==> config.mk <==
export PLATFORM = sky130hd
export DESIGN_NAME = fb_port_arbiter
export DESIGN_NICKNAME = d
export VERILOG_FILES = /design/src/rtl/fb_port_arbiter.sv
export SDC_FILE = /design/constraint.sdc
export NUM_CORES = 1
export LEC_CHECK = 0
export ABC_AREA = 1
export BUFFER_PORTS_ARGS = -buffer_cell sky130_fd_sc_hd__buf_2
export CELL_PAD_IN_SITES_DETAIL_PLACEMENT = 0
export CELL_PAD_IN_SITES_GLOBAL_PLACEMENT = 2
export CORE_ASPECT_RATIO = 0.75
export CORE_MARGIN = 2
export CORE_UTILIZATION = 40
export CTS_BUF_LIST = sky130_fd_sc_hd__clkbuf_8
export CTS_CLUSTER_SIZE = 24
export DETAILED_ROUTE_END_ITERATION = 7
export MAX_ROUTING_LAYER = met4
export PLACE_DENSITY_LB_ADDON = 0.1
export SYNTH_ARGS = -nofsm -noshare
export SYNTH_HDL_FRONTEND = slang
export SYNTH_SLANG_ARGS = --single-unit
==> constraint.sdc <==
create_clock -name clk -period 2.88 [get_ports clk]
set_input_delay 0.432 -clock clk [delete_from_list [all_inputs] [get_ports clk]]
set_output_delay 0.432 -clock clk [all_outputs]
set_load 0.02 [all_outputs]
==> src/rtl/fb_port_arbiter.sv <==
// fb_port_arbiter: shares one single-port frame-buffer RAM between the VGA
// read path (absolute priority) and the camera write path (queued in a small
// FIFO and drained on cycles with no read). Single clock domain.
module fb_port_arbiter #(
    parameter int AW         = 15,
    parameter int DW         = 12,
    parameter int FIFO_DEPTH = 8,
    parameter int CW         = 16
) (
    input  logic                          clk,
    input  logic                          rst,
    // VGA read path
    input  logic                          rd_req,
    input  logic [AW-1:0]                 rd_addr,
    output logic [DW-1:0]                 rd_data,
    output logic                          rd_valid,
    // camera write path
    input  logic                          wr_valid,
    input  logic [AW-1:0]                 wr_addr,
    input  logic [DW-1:0]                 wr_data,
    output logic                          wr_ready,
    // frame-buffer RAM port
    output logic [AW-1:0]                 mem_addr,
    output logic                          mem_we,
    output logic [DW-1:0]                 mem_wdata,
    input  logic [DW-1:0]                 mem_rdata,
    // status
    output logic [$clog2(FIFO_DEPTH):0]   fifo_level,
    output logic                          ovf,
    output logic [CW-1:0]                 drop_cnt,
    input  logic                          clr_ovf
);

    localparam int PW = $clog2(FIFO_DEPTH);
    localparam int LW = PW + 1;
    localparam logic [LW-1:0] DEPTH = LW'(FIFO_DEPTH);

    // Write-queue storage and pointers; pointers wrap naturally at FIFO_DEPTH.
    logic [AW-1:0] qAddr [FIFO_DEPTH];
    logic [DW-1:0] qData [FIFO_DEPTH];
    logic [PW-1:0] wrPtr;
    logic [PW-1:0] rdPtr;

    logic fifoEmpty;
    logic fifoFull;
    logic push;
    logic pop;
    logic drop;

    assign fifoEmpty = (fifo_level == '0);
    assign fifoFull  = (fifo_level == DEPTH);

    // No push-through when full, even if the head drains this cycle.
    assign wr_ready  = rst & ~fifoFull;
    assign push      = wr_valid & wr_ready;
    // The head drains only on cycles the display does not need the RAM.
    assign pop       = rst & ~rd_req & ~fifoEmpty;
    assign drop      = rst & wr_valid & fifoFull;

    // Read data comes straight from the RAM; rd_valid marks the cycle it is good.
    assign rd_data   = mem_rdata;

    // Fixed-priority grant of the RAM port: read, else drain, else idle.
    always_comb begin
        // NOTE: every output gets a default first so no path leaves one unassigned and infers a latch.
        mem_addr  = '0;
        mem_wdata = '0;
        mem_we    = 1'b0;
        if (rd_req) begin
            mem_addr = rd_addr;
        end else if (pop) begin
            mem_addr  = qAddr[rdPtr];
            mem_wdata = qData[rdPtr];
            mem_we    = 1'b1;
        end
    end

    // Queue storage: capture the accepted write at the tail slot.
    always_ff @(posedge clk) begin
        // NOTE: the storage array is deliberately not reset; the pointers and level define what is valid.
        if (push) begin
            qAddr[wrPtr] <= wr_addr;
            qData[wrPtr] <= wr_data;
        end
    end

    // Queue pointers and occupancy; push and pop together leave the level unchanged.
    always_ff @(posedge clk) begin
        // NOTE: sequential state uses non-blocking assignments so every register samples pre-edge values.
        if (!rst) begin
            wrPtr      <= '0;
            rdPtr      <= '0;
            fifo_level <= '0;
        end else begin
            if (push) wrPtr <= wrPtr + PW'(1);
            if (pop)  rdPtr <= rdPtr + PW'(1);
            case ({push, pop})
                2'b10:   fifo_level <= fifo_level + LW'(1);
                2'b01:   fifo_level <= fifo_level - LW'(1);
                default: fifo_level <= fifo_level;
            endcase
        end
    end

    // Read-valid follows an accepted read by exactly one cycle.
    always_ff @(posedge clk) begin
        if (!rst) rd_valid <= 1'b0;
        else      rd_valid <= rd_req;
    end

    // Drop accounting: sticky flag plus saturating counter; clear wins over a drop.
    always_ff @(posedge clk) begin
        if (!rst) begin
            ovf      <= 1'b0;
            drop_cnt <= '0;
        end else if (clr_ovf) begin
            ovf      <= 1'b0;
            drop_cnt <= '0;
        end else if (drop) begin
            ovf <= 1'b1;
            if (drop_cnt != '1) drop_cnt <= drop_cnt + CW'(1);
        end
    end

endmodule

Yosys cells after proc, flatten, opt, wreduce, memory -nomap -nowiden
Memory sizes are Yosys's and may differ from the RTL's. A register that Yosys moved wholly into a read port is not among the register bits.
Cells that the tools add are included.
{ "word_totals": {"ff_bits": 28, "ramBits": 216, "output_inout_bits": 63, "elab_cells": 44, "memories": 2} }
{ "memory_table": {"columns": ["memory", "depth", "width", "read_ports", "rd_ports_with_merged_regs", "write_ports", "line_no", "text"], "rows": [
  ["qAddr", 8, 15, 1, 1, 1, "39", "logic [AW-1:0] qAddr [FIFO_DEPTH];"],
  ["qData", 8, 12, 1, 1, 1, "40", "logic [DW-1:0] qData [FIFO_DEPTH];"]
]} }
{ "op_classes": {"add_sub_neg": 5, "n_eq_ne": 4, "muxes": 13, "bitwise_logic": 10, "reduce_logical": 4} }
{ "ops": {"columns": ["cell", "n"], "rows": [
  ["15-bit 2-to-1 mux", 2],
  ["12-bit 2-to-1 mux", 2],
  ["16-bit by 1-bit adder with 16-bit output, second input constant", 1],
  ["16-bit != test, second input constant", 1],
  ["3-bit 2-to-1 mux", 4],
  ["4-bit case mux with 2 select lines", 1],
  ["3-bit by 1-bit adder with 3-bit output, second input constant", 2],
  ["1-bit bitwise AND", 6],
  ["4-bit by 1-bit adder with 4-bit output, second input constant", 1],
  ["4-bit == test, second input constant", 1],
  ["4-bit logical NOT", 1],
  ["1-bit 2-to-1 mux", 4],
  ["1-bit NOT", 4],
  ["4-bit by 1-bit subtractor with 4-bit output, second input constant", 1],
  ["2-bit by 1-bit == test with 1-bit output, second input constant", 1],
  ["2-bit == test, second input constant", 1],
  ["2-bit AND reduction", 1],
  ["2-bit nonzero test", 1],
  ["2-bit OR reduction", 1]
]} }

Logic depth before layout (Yosys ltp)
Gate-level depths: netlist of the first run.
{ "depth": {"word_depth": 6, "depth_mapped": 15, "depth_no_buf": 15} }

Worst setup path after synthesis of the first run
OpenSTA, ideal clock, no wires.
{ "synth_timing": {"path_kind": "reg-to-reg", "start": "register fifo_level[0]", "end": "memory qAddr[1][0] (enable)", "arrival_ps": 2333, "t_required_ps": 2469, "path_slack_ps": 136, "stages_incl_launch_ff": 9, "n_path_buf": 0, "period_less_slack_ps": 2744, "cell_sequence": "dfxtp_1 -> inv_1 -> nand2_1 -> nor2_2 -> nor2_2 -> inv_1 -> nor2_1 -> inv_1 -> nor2_1"} }
{ "synth_via": {"elab_chain_len": 6} }
{ "synth_rtl": {"columns": ["item", "line_no", "text"], "rows": [
  ["start: declaration", "28", "output logic [$clog2(FIFO_DEPTH):0] fifo_level,"],
  ["start signal: assignment", "98", "2'b10: fifo_level <= fifo_level + LW'(1);"],
  ["start signal: assignment", "99", "2'b01: fifo_level <= fifo_level - LW'(1);"],
  ["start signal: assignment", "100", "default: fifo_level <= fifo_level;"],
  ["4-bit == test", "51", "assign fifoFull = (fifo_level == DEPTH);"],
  ["1-bit NOT", "54", "assign wr_ready = rst & ~fifoFull;"],
  ["1-bit bitwise AND", "54", null],
  ["1-bit bitwise AND", "55", "assign push = wr_valid & wr_ready;"],
  ["1-bit 2-to-1 mux", "81", "if (push) begin"],
  ["1-bit 2-to-1 mux (not written as such)", "82", "qAddr[wrPtr] <= wr_addr;"],
  ["end: declaration", "39", null]
]} }
No other way between the ends.

Final worst setup path of the first run
{ "layout_timing": {"start": "register fifo_level[1]", "end": "output mem_wdata[6]"} }
{ "layout_via": {"elab_chain_len": 5} }
{ "layout_rtl": {"columns": ["item", "line_no", "text"], "rows": [
  ["4-bit logical NOT", "50", "assign fifoEmpty = (fifo_level == '0);"],
  ["1-bit NOT", "57", "assign pop = rst & ~rd_req & ~fifoEmpty;"],
  ["1-bit bitwise AND", "57", null],
  ["12-bit 2-to-1 mux", "71", "end else if (pop) begin"],
  ["12-bit 2-to-1 mux", "69", "if (rd_req) begin"],
  ["end: declaration", "25", "output logic [DW-1:0] mem_wdata,"]
]} }
No other way between the ends.

==> results of run 1 <==
[final cells by class]
class | count | area share (%)
diodes | 1 | 0.0208
clock buffers | 43 | 4.93
clock inverters | 28 | 0.937
inverters | 38 | 1.23
multi-input cells | 574 | 23.4
flip-flops and latches | 247 | 59.2
well taps | 338 | 3.52
repair buffers | 120 | 6.76
[worst max-delay path: cells and delay by family, from the launching register on]
family / cells / cell delay (ns)
buffers and inverters: 3 / 0.73
and+or+nand+nor: 5 / 0.52
DFF: 1 / 0.47
[layer usage]
metal,part of all wire [%],wire (um),vias up
met5,0,0,-
met1,49,12200,3316
met3,4.6,1140,47
met4,1.6,386,0
li1,-,-,3431
met2,44,11000,149
[cells by family after synthesis]
kind of cell | count (synthesis) | synth area share, %
compound gates | 198 | 10.9
xor+xnor | 8 | 0.678
fa+ha+maj | 6 | 0.727
flops | 247 | 68.8
buf+inv | 99 | 4.58
simple gates | 362 | 14.3
[flip-flops by register name, summed over array words and instances, names as in the netlist, named ones only]
register,cells
rd_valid,1
qAddr,120
wrPtr,3
ovf,1
qData,96
rdPtr,3
fifo_level,4
drop_cnt,16
[per-stage QoR]
| stage | setup WS, ns | utilization [%] | power (mW) | cell area (um2) |
|---|---|---|---|---|
| 4_1_cts | 0.0557 | 47.7 | 7.76 | 12000 |
| 5_1_grt | 0.0503 | 47.8 | 8.04 | 12000 |
| 2_1_floorplan | 0.136 | - | 4.72 | 10300 |
| 3_5_place_dp | 0.537 | 44.9 | 5.05 | 11300 |
| 3_3_place_gp | 0.630 | 44.9 | 5.06 | 11300 |
| 6_report | 0.181 | 47.8 | 7.65 | 12000 |
[power by group]
group / leakage (nW) / total, mW / switching (mW) / internal, mW
combinational: 1.75 / 0.948 / 0.640 / 0.308
clock: 0.421 / 2.68 / 1.31 / 1.37
sequential: 2.20 / 4.02 / 0.0538 / 3.97
[what timing repair did]
action / CTS / global route
setup endpoints to repair: 0 / 11
hold buffers: 0 / 0
setup buffers: 0 / 1
resized for setup: 0 / 1
[final timing paths]
path / startpoint / endpoint / slack [ns]
max: fifo_level[1] / mem_wdata[6] / 0.18
min: wr_addr[3] / qAddr[6][3] / 0.17
max reg2reg: fifo_level[1] / fifo_level[2] / 0.64
min reg2reg: ovf / ovf / 0.47
[cell usage after synthesis, types with 2 or more instances]
cell type,instances,area [um2]
xor2_1,6,52.6
dfxtp_1,31,621
buf_2,16,80.1
nand2_2,3,18.8
xnor2_1,2,17.5
buf_4,19,143
a21oi_1,24,120
o22ai_1,12,75.1
nand3_1,35,175
o211ai_1,42,315
nand4_1,2,12.5
inv_1,33,124
clkbuf_1,25,93.8
nor2_1,203,762
nor2_4,3,33.8
inv_2,4,15.0
ha_1,6,75.1
o21ai_0,117,586
edfxtp_1,216,6490
nor2_2,6,37.5
nand2_1,104,390
==> flow_metrics.tcl, run 1 <==
set metrics [dict create \
    via_per_inst 5.00 \
    min_path_type "primary input to register" \
    die_h_um 143 \
    min_period_ns 2.70 \
    drive_gt1_share_pct 18.8 \
    fin_setup_tns_ns 0 \
    path_clk_slew_ns 0.07 \
    cts-root-buf "clkbuf_8" \
    port-buffer-count 97 \
    use_met2_pct 28.5 \
    wl_um 24700 \
    fp-row-count 50 \
    maxCapViolations 0 \
    wl_per_cell_um 17.8 \
    slowest_delay_ns 0.47 \
    fp.dieArea_um2 27100 \
    multi_input_area_um2 2810 \
    use_met1_pct 26.6 \
    die_x_um 190 \
    ff2ff_path_depth 13 \
    yosysWarningCount 0 \
    dp.cells 1316 \
    ys_seq_elements 247 \
    fin_skew_ns 0.0192 \
    slowest_stage "dfxtp_1" \
    outcome "complete, no violations" \
    layout_commonest_cell "edfxtp_1" \
    drtIter0Drc 538 \
    finalHoldViolations 0 \
    setup_viol 0 \
    worst_setup_path_start_kind "register" \
    synth_top_flop_cell "edfxtp_1" \
    synthCells 920 \
    timing.slew.headroom_pct 48.5 \
    globalplace.congestion 0.721 \
    synth.avg_cell_area_um2 11.2 \
    slew_viol_final 0 \
    overflow 0 \
    clk_path_buf_depth 3 \
    ys_seq_area_share_pct 68.8 \
    htreeDepth 2 \
    core_um2 25100 \
    dp_hpwl_um 13800 \
    cp_cell_sequence "nor2_1 > nand3_1 > nand3_1 > inv_2 > buf_12 > nand2_1 > nor2_1 > buf_2" \
    initial_utilization_pct 41.1 \
    holdWs_ns 0.166 \
    synth_nets 985 \
    critical_path_class "register to primary output" \
    area.sequential_um2 7110 \
    syn2layout_area_growth_pct 16.3 \
    p_leak_nw 4.37 \
    post-route-period-util_pct 93.7 \
    rsz0062_at_grt "no" \
    grt_first_pass_wirelength_um 38100 \
    grt_start_max_net_pins 58 \
    power_density_nw_per_um2 637 \
    clk_latency_ns 0.53 \
    numCtsBuffers 41 \
    ant_nets 0 \
    peakVddDrop_uv 332 \
    antenna_found_initial 1 \
    dr_total_vias 6943 \
    clock_sinks 247 \
    drtPass1Iterations 5 \
    grt_pass1_vias 6637 \
    synth_enable_flop_cells 216 \
    fill_cells 2351 \
    final_cell_mix "216 x edfxtp_1, 195 x nor2_1, 117 x o21ai_0" \
    drc_errors 0 \
    critPathMaxFanout 25 \
    cts_tree "done" \
    met3_usage_pct 3.22 \
    synth_cell_types 32 \
    final_cells 1389 \
    synth_area_um2 10300 \
    gr-usage-all-layers_pct 19.0 \
    worst_setup_path_end_kind "primary output" \
    busiest_layer "met2" \
    hold-path-cell-count 1 \
    cp.arrival_ns 2.27 \
    timing.fmax_mhz 371 \
    worstPathRequired_ns 2.45 \
    io_pins 122 \
    nNetsFinal 1087 \
    worstMarginPinSlew_ns 0.772 \
    async_reset_ff_share_pct 0 \
]
(Power assumes the default switching activity.)
==> inputs of run 2 (changes only) <==
ABC_CLOCK_PERIOD_IN_PS = 2880   (was not set)
GPL_TIMING_DRIVEN = 0   (was not set)
SETUP_SLACK_MARGIN = 0.15   (was not set)
==> flow_metrics.tcl, run 2 (same netlist as run 1, synthesis figures left out) <==
set metrics [dict create \
    final_cells 1448 \
    grt_start_max_net_pins 22 \
    initial_utilization_pct 41.1 \
    path_buf_inv 4 \
    power_density_nw_per_um2 642 \
    peakVddDrop_uv 354 \
    critical_path_class "register to primary output" \
    antenna_found_initial 0 \
    fp-row-count 50 \
    fin_setup_tns_ns 0 \
    cp_cell_sequence "buf_2 > buf_4 > buf_4 > o21ai_0 > o211ai_1 > nand3_1 > nand2_1 > buf_2" \
    path_clk_slew_ns 0.06 \
    worstPathRequired_ns 2.45 \
    wl_per_cell_um 19.2 \
    maxCapViolations 0 \
    drive_gt1_share_pct 22.8 \
    finalHoldViolations 0 \
    cts_setup_buffers 0 \
    slew_viol_final 0 \
    clk_path_buf_depth 3 \
    port-buffer-count 108 \
    core_um2 25100 \
    timing.slew.headroom_pct 48.3 \
    syn2layout_area_growth_pct 19.7 \
    critPathMaxFanout 10 \
    cts_tree "done" \
    io_pins 122 \
    wl_um 27700 \
    slowest_delay_ns 0.33 \
    post-route-period-util_pct 91.3 \
    setup_viol 0 \
    drc_errors 0 \
    cts_resized 19 \
    clk_latency_ns 0.54 \
    overflow 0 \
    final_cell_mix "216 x edfxtp_1, 194 x nor2_1, 117 x o21ai_0" \
    largest_reg_flops 120 \
    grt_pass1_vias 6775 \
    drtIter0Drc 604 \
    dr_total_vias 7277 \
    drtPass1Iterations 5 \
    grt_first_pass_wirelength_um 41200 \
    die_x_um 190 \
    worst_setup_path_start_kind "register" \
    fp.dieArea_um2 27100 \
    worst_setup_path_end_kind "primary output" \
    min_path_type "primary input to register" \
    dp_hpwl_um 18200 \
    layout_commonest_cell "edfxtp_1" \
    nNetsFinal 1144 \
    gr-usage-all-layers_pct 21.1 \
    outcome "complete, no violations" \
    min_period_ns 2.63 \
    htreeDepth 2 \
    power_mw 7.94 \
    n_antenna_cell 0 \
    reg_top3 "qAddr: 120 flops, qData: 96 flops, drop_cnt: 16 flops" \
    clock_sinks 247 \
    cts-root-buf "clkbuf_8" \
    timing.fmax_mhz 380 \
    cpLargestDelayFamily "buffers and inverters" \
    cts_hold_buf 0 \
    fin_skew_ns 0.0225 \
    dp.cells 1374 \
    worstMarginPinSlew_ns 0.776 \
    cp.arrival_ns 2.20 \
    via_per_inst 5.03 \
    globalplace.congestion 0.747 \
    ant_nets 0 \
    numCtsBuffers 41 \
    largest-register "qAddr" \
    rsz0062_at_grt "yes" \
    die_h_um 143 \
    p_leak_nw 4.62 \
    slowest_stage "dfxtp_1" \
]
run 2: final cells by class:
class | instances | area, um2
fillers | 2354 | 12800
multi-input cells | 574 | 2810
clock buffers | 43 | 592
repair buffers | 116 | 741
well taps | 338 | 423
plain buffers | 61 | 394
inverters | 38 | 145
flip-flops and latches | 247 | 7110
clock inverters | 31 | 154
run 2: worst paths after layout:
path	from	to	slack (ns)	depth (start not counted)
worst max-delay path	register	mem_addr[10]	0.25	8
worst min-delay path	wr_addr[12]	qAddr[0][12]	0.18	1
worst max register to register	fifo_level[0]	qData[1][0]	0.42	9
worst min register to register	ovf	ovf	0.46	1
run 2: through the flow:
step	util [%]	hold WS [ns]	setup WS [ns]	cell area (um2)
floorplan	-	0.448	0.136	10300
global placement	44.9	0.443	-1.22	11300
detailed placement	45.9	0.451	0.261	11600
CTS	49.0	0.147	0.0843	12300
global route	49.2	0.174	0.129	12400
finish	49.2	0.176	0.250	12400
run 2: layer usage:
layer  routed length, um  global-route usage, %
met4                 421                   5.26
met2               11900                   29.9
met1               13700                   31.6
met3                1750                   3.42
met5                   0                      -
run 2: power by group:
group          switching, mW  total, mW  internal (mW)
combinational          0.757       1.11          0.348
clock                   1.36       2.83           1.47
sequential            0.0343       4.00           3.97
total                   2.15       7.94           5.79
run 2: worst register-to-register path, delay by kind of cell (launching register included):
family | cells | cell delay [ns]
buffers and inverters | 4 | 0.67
AND/OR/NAND/NOR | 5 | 1.06
flip-flops | 1 | 0.42
==> inputs of run 3 (changes only) <==
CORE_MARGIN = 4   (was 2)
==> flow_metrics.tcl, run 3 (same netlist as run 1, synthesis figures left out) <==
set metrics [dict create \
    layout_commonest_cell "edfxtp_1" \
    largest-register "qAddr" \
    cts_setup_buffers 0 \
    antenna_found_initial 0 \
    cts_tree "done" \
    postLayoutSetupSlackWorst_ns 0.296 \
    grt_first_pass_wirelength_um 41600 \
    p_leak_nw 4.62 \
    maxCapViolations 0 \
    fp.dieArea_um2 28500 \
    timing.fmax_mhz 387 \
    ant_nets 0 \
    critPathMaxFanout 10 \
    worst_setup_path_end_kind "primary output" \
    worstPathRequired_ns 2.45 \
    final_cells 1447 \
    numCtsBuffers 41 \
    finalHoldViolations 0 \
    overflow 0 \
    die_x_um 194 \
    multi_input_area_um2 2810 \
    post-route-period-util_pct 89.7 \
    min_path_type "primary input to register" \
    reg_top3 "qAddr: 120 flops, qData: 96 flops, drop_cnt: 16 flops" \
    critical_path_class "register to primary output" \
    wl_per_cell_um 19.0 \
    clock_sinks 247 \
    syn2layout_area_growth_pct 19.6 \
    area.sequential_um2 7110 \
    io_pins 122 \
    cts_hold_buf 0 \
    holdWs_ns 0.160 \
    fp-row-count 50 \
    dp_hpwl_um 18500 \
    drtPass1Iterations 5 \
    final_cell_mix "216 x edfxtp_1, 195 x nor2_1, 117 x o21ai_0" \
    cp.arrival_ns 2.15 \
    htreeDepth 2 \
    cts-root-buf "clkbuf_8" \
    clk_latency_ns 0.54 \
    via_per_inst 4.97 \
    timing.slew.headroom_pct 51.1 \
    dr_total_vias 7195 \
    core_um2 25200 \
    min_period_ns 2.58 \
    worstReg2RegStart "fifo_level[0]" \
    die_h_um 147 \
    initial_utilization_pct 41.0 \
    worst_setup_path_start_kind "register" \
    wl_um 27500 \
    globalplace.congestion 0.762 \
    worstMarginPinSlew_ns 0.733 \
    grt_pass1_vias 6894 \
    drc_errors 0 \
    grt_start_max_net_pins 22 \
    fill_cells 2333 \
    n_antenna_cell 0 \
    power_density_nw_per_um2 641 \
    port-buffer-count 108 \
    outcome "complete, no violations" \
    fin_skew_ns 0.0146 \
    drive_gt1_share_pct 22.6 \
    largest_reg_flops 120 \
    pre_cts_ws_ns 0.259 \
    nNetsFinal 1144 \
    slew_viol_final 0 \
    setup_viol 0 \
    clk_path_buf_depth 3 \
    drtIter0Drc 455 \
    gr-usage-all-layers_pct 19.4 \
    rsz0062_at_grt "yes" \
    fin_setup_tns_ns 0 \
    peakVddDrop_uv 351 \
    min_from "wr_addr[8]" \
    path_clk_slew_ns 0.06 \
    dp.cells 1374 \
]
[run 3: worst max-delay path, cell delays in order (launching register included)]
cell      delay, ns
dfxtp_1        0.29
buf_4          0.17
inv_4          0.11
buf_4          0.20
buf_6          0.19
nor2_1         0.06
o211ai_1       0.17
nand3_1        0.17
nand2_1        0.09
buf_2          0.16
[run 3: area by class of cell]
cell class / count / area share, %
timing repair buffer: 116 / 5.98
multi-input combinational: 574 / 22.7
clock inverter: 31 / 1.31
clock buffer: 42 / 4.68
sequential: 247 / 57.5
inverter: 38 / 1.17
tap: 338 / 3.42
buffer: 61 / 3.16
[run 3: path summary, 6_finish.rpt]
check | end | slack (ns) | cells after the start
worst max register to register | qData[1][11] | 0.41 | 9
worst max-delay path | mem_addr[3] | 0.30 | 9
worst min-delay path | qAddr[4][8] | 0.16 | 1
worst min register to register | ovf | 0.46 | 1
[run 3: power breakdown]
group / switching (mW) / leakage [nW] / total (mW) / internal, mW
combinational: 0.751 / 1.98 / 1.10 / 0.345
sequential: 0.0337 / 2.20 / 4.00 / 3.97
clock: 1.37 / 0.433 / 2.82 / 1.45
[run 3: routing by layer]
metal | track usage [%] | wire length, um | vias to the layer above
met1 | 29.2 | 13700 | 3395
met3 | 3.62 | 1670 | 42
met5 | - | 0 | -
met4 | 4.07 | 407 | 0
met2 | 27.5 | 11700 | 216
li1 | - | - | 3542
[run 3: stage by stage]
stage                     util [%]  cell area, um2  power [mW]
after floorplan                  -           10300        4.72
after global placement        44.8           11300        5.14
after detailed placement      45.8           11600        5.16
after global routing          49.0           12400        8.31
after CTS                     48.9           12300        8.01
final                         49.0           12400        7.92
[run 3: what timing repair did]
action | in CTS | in global routing
pin swaps | 0 | 1
endpoints found under the setup margin | 27 | 26
gates resized for setup | 18 | 21
cloned | 0 | 0
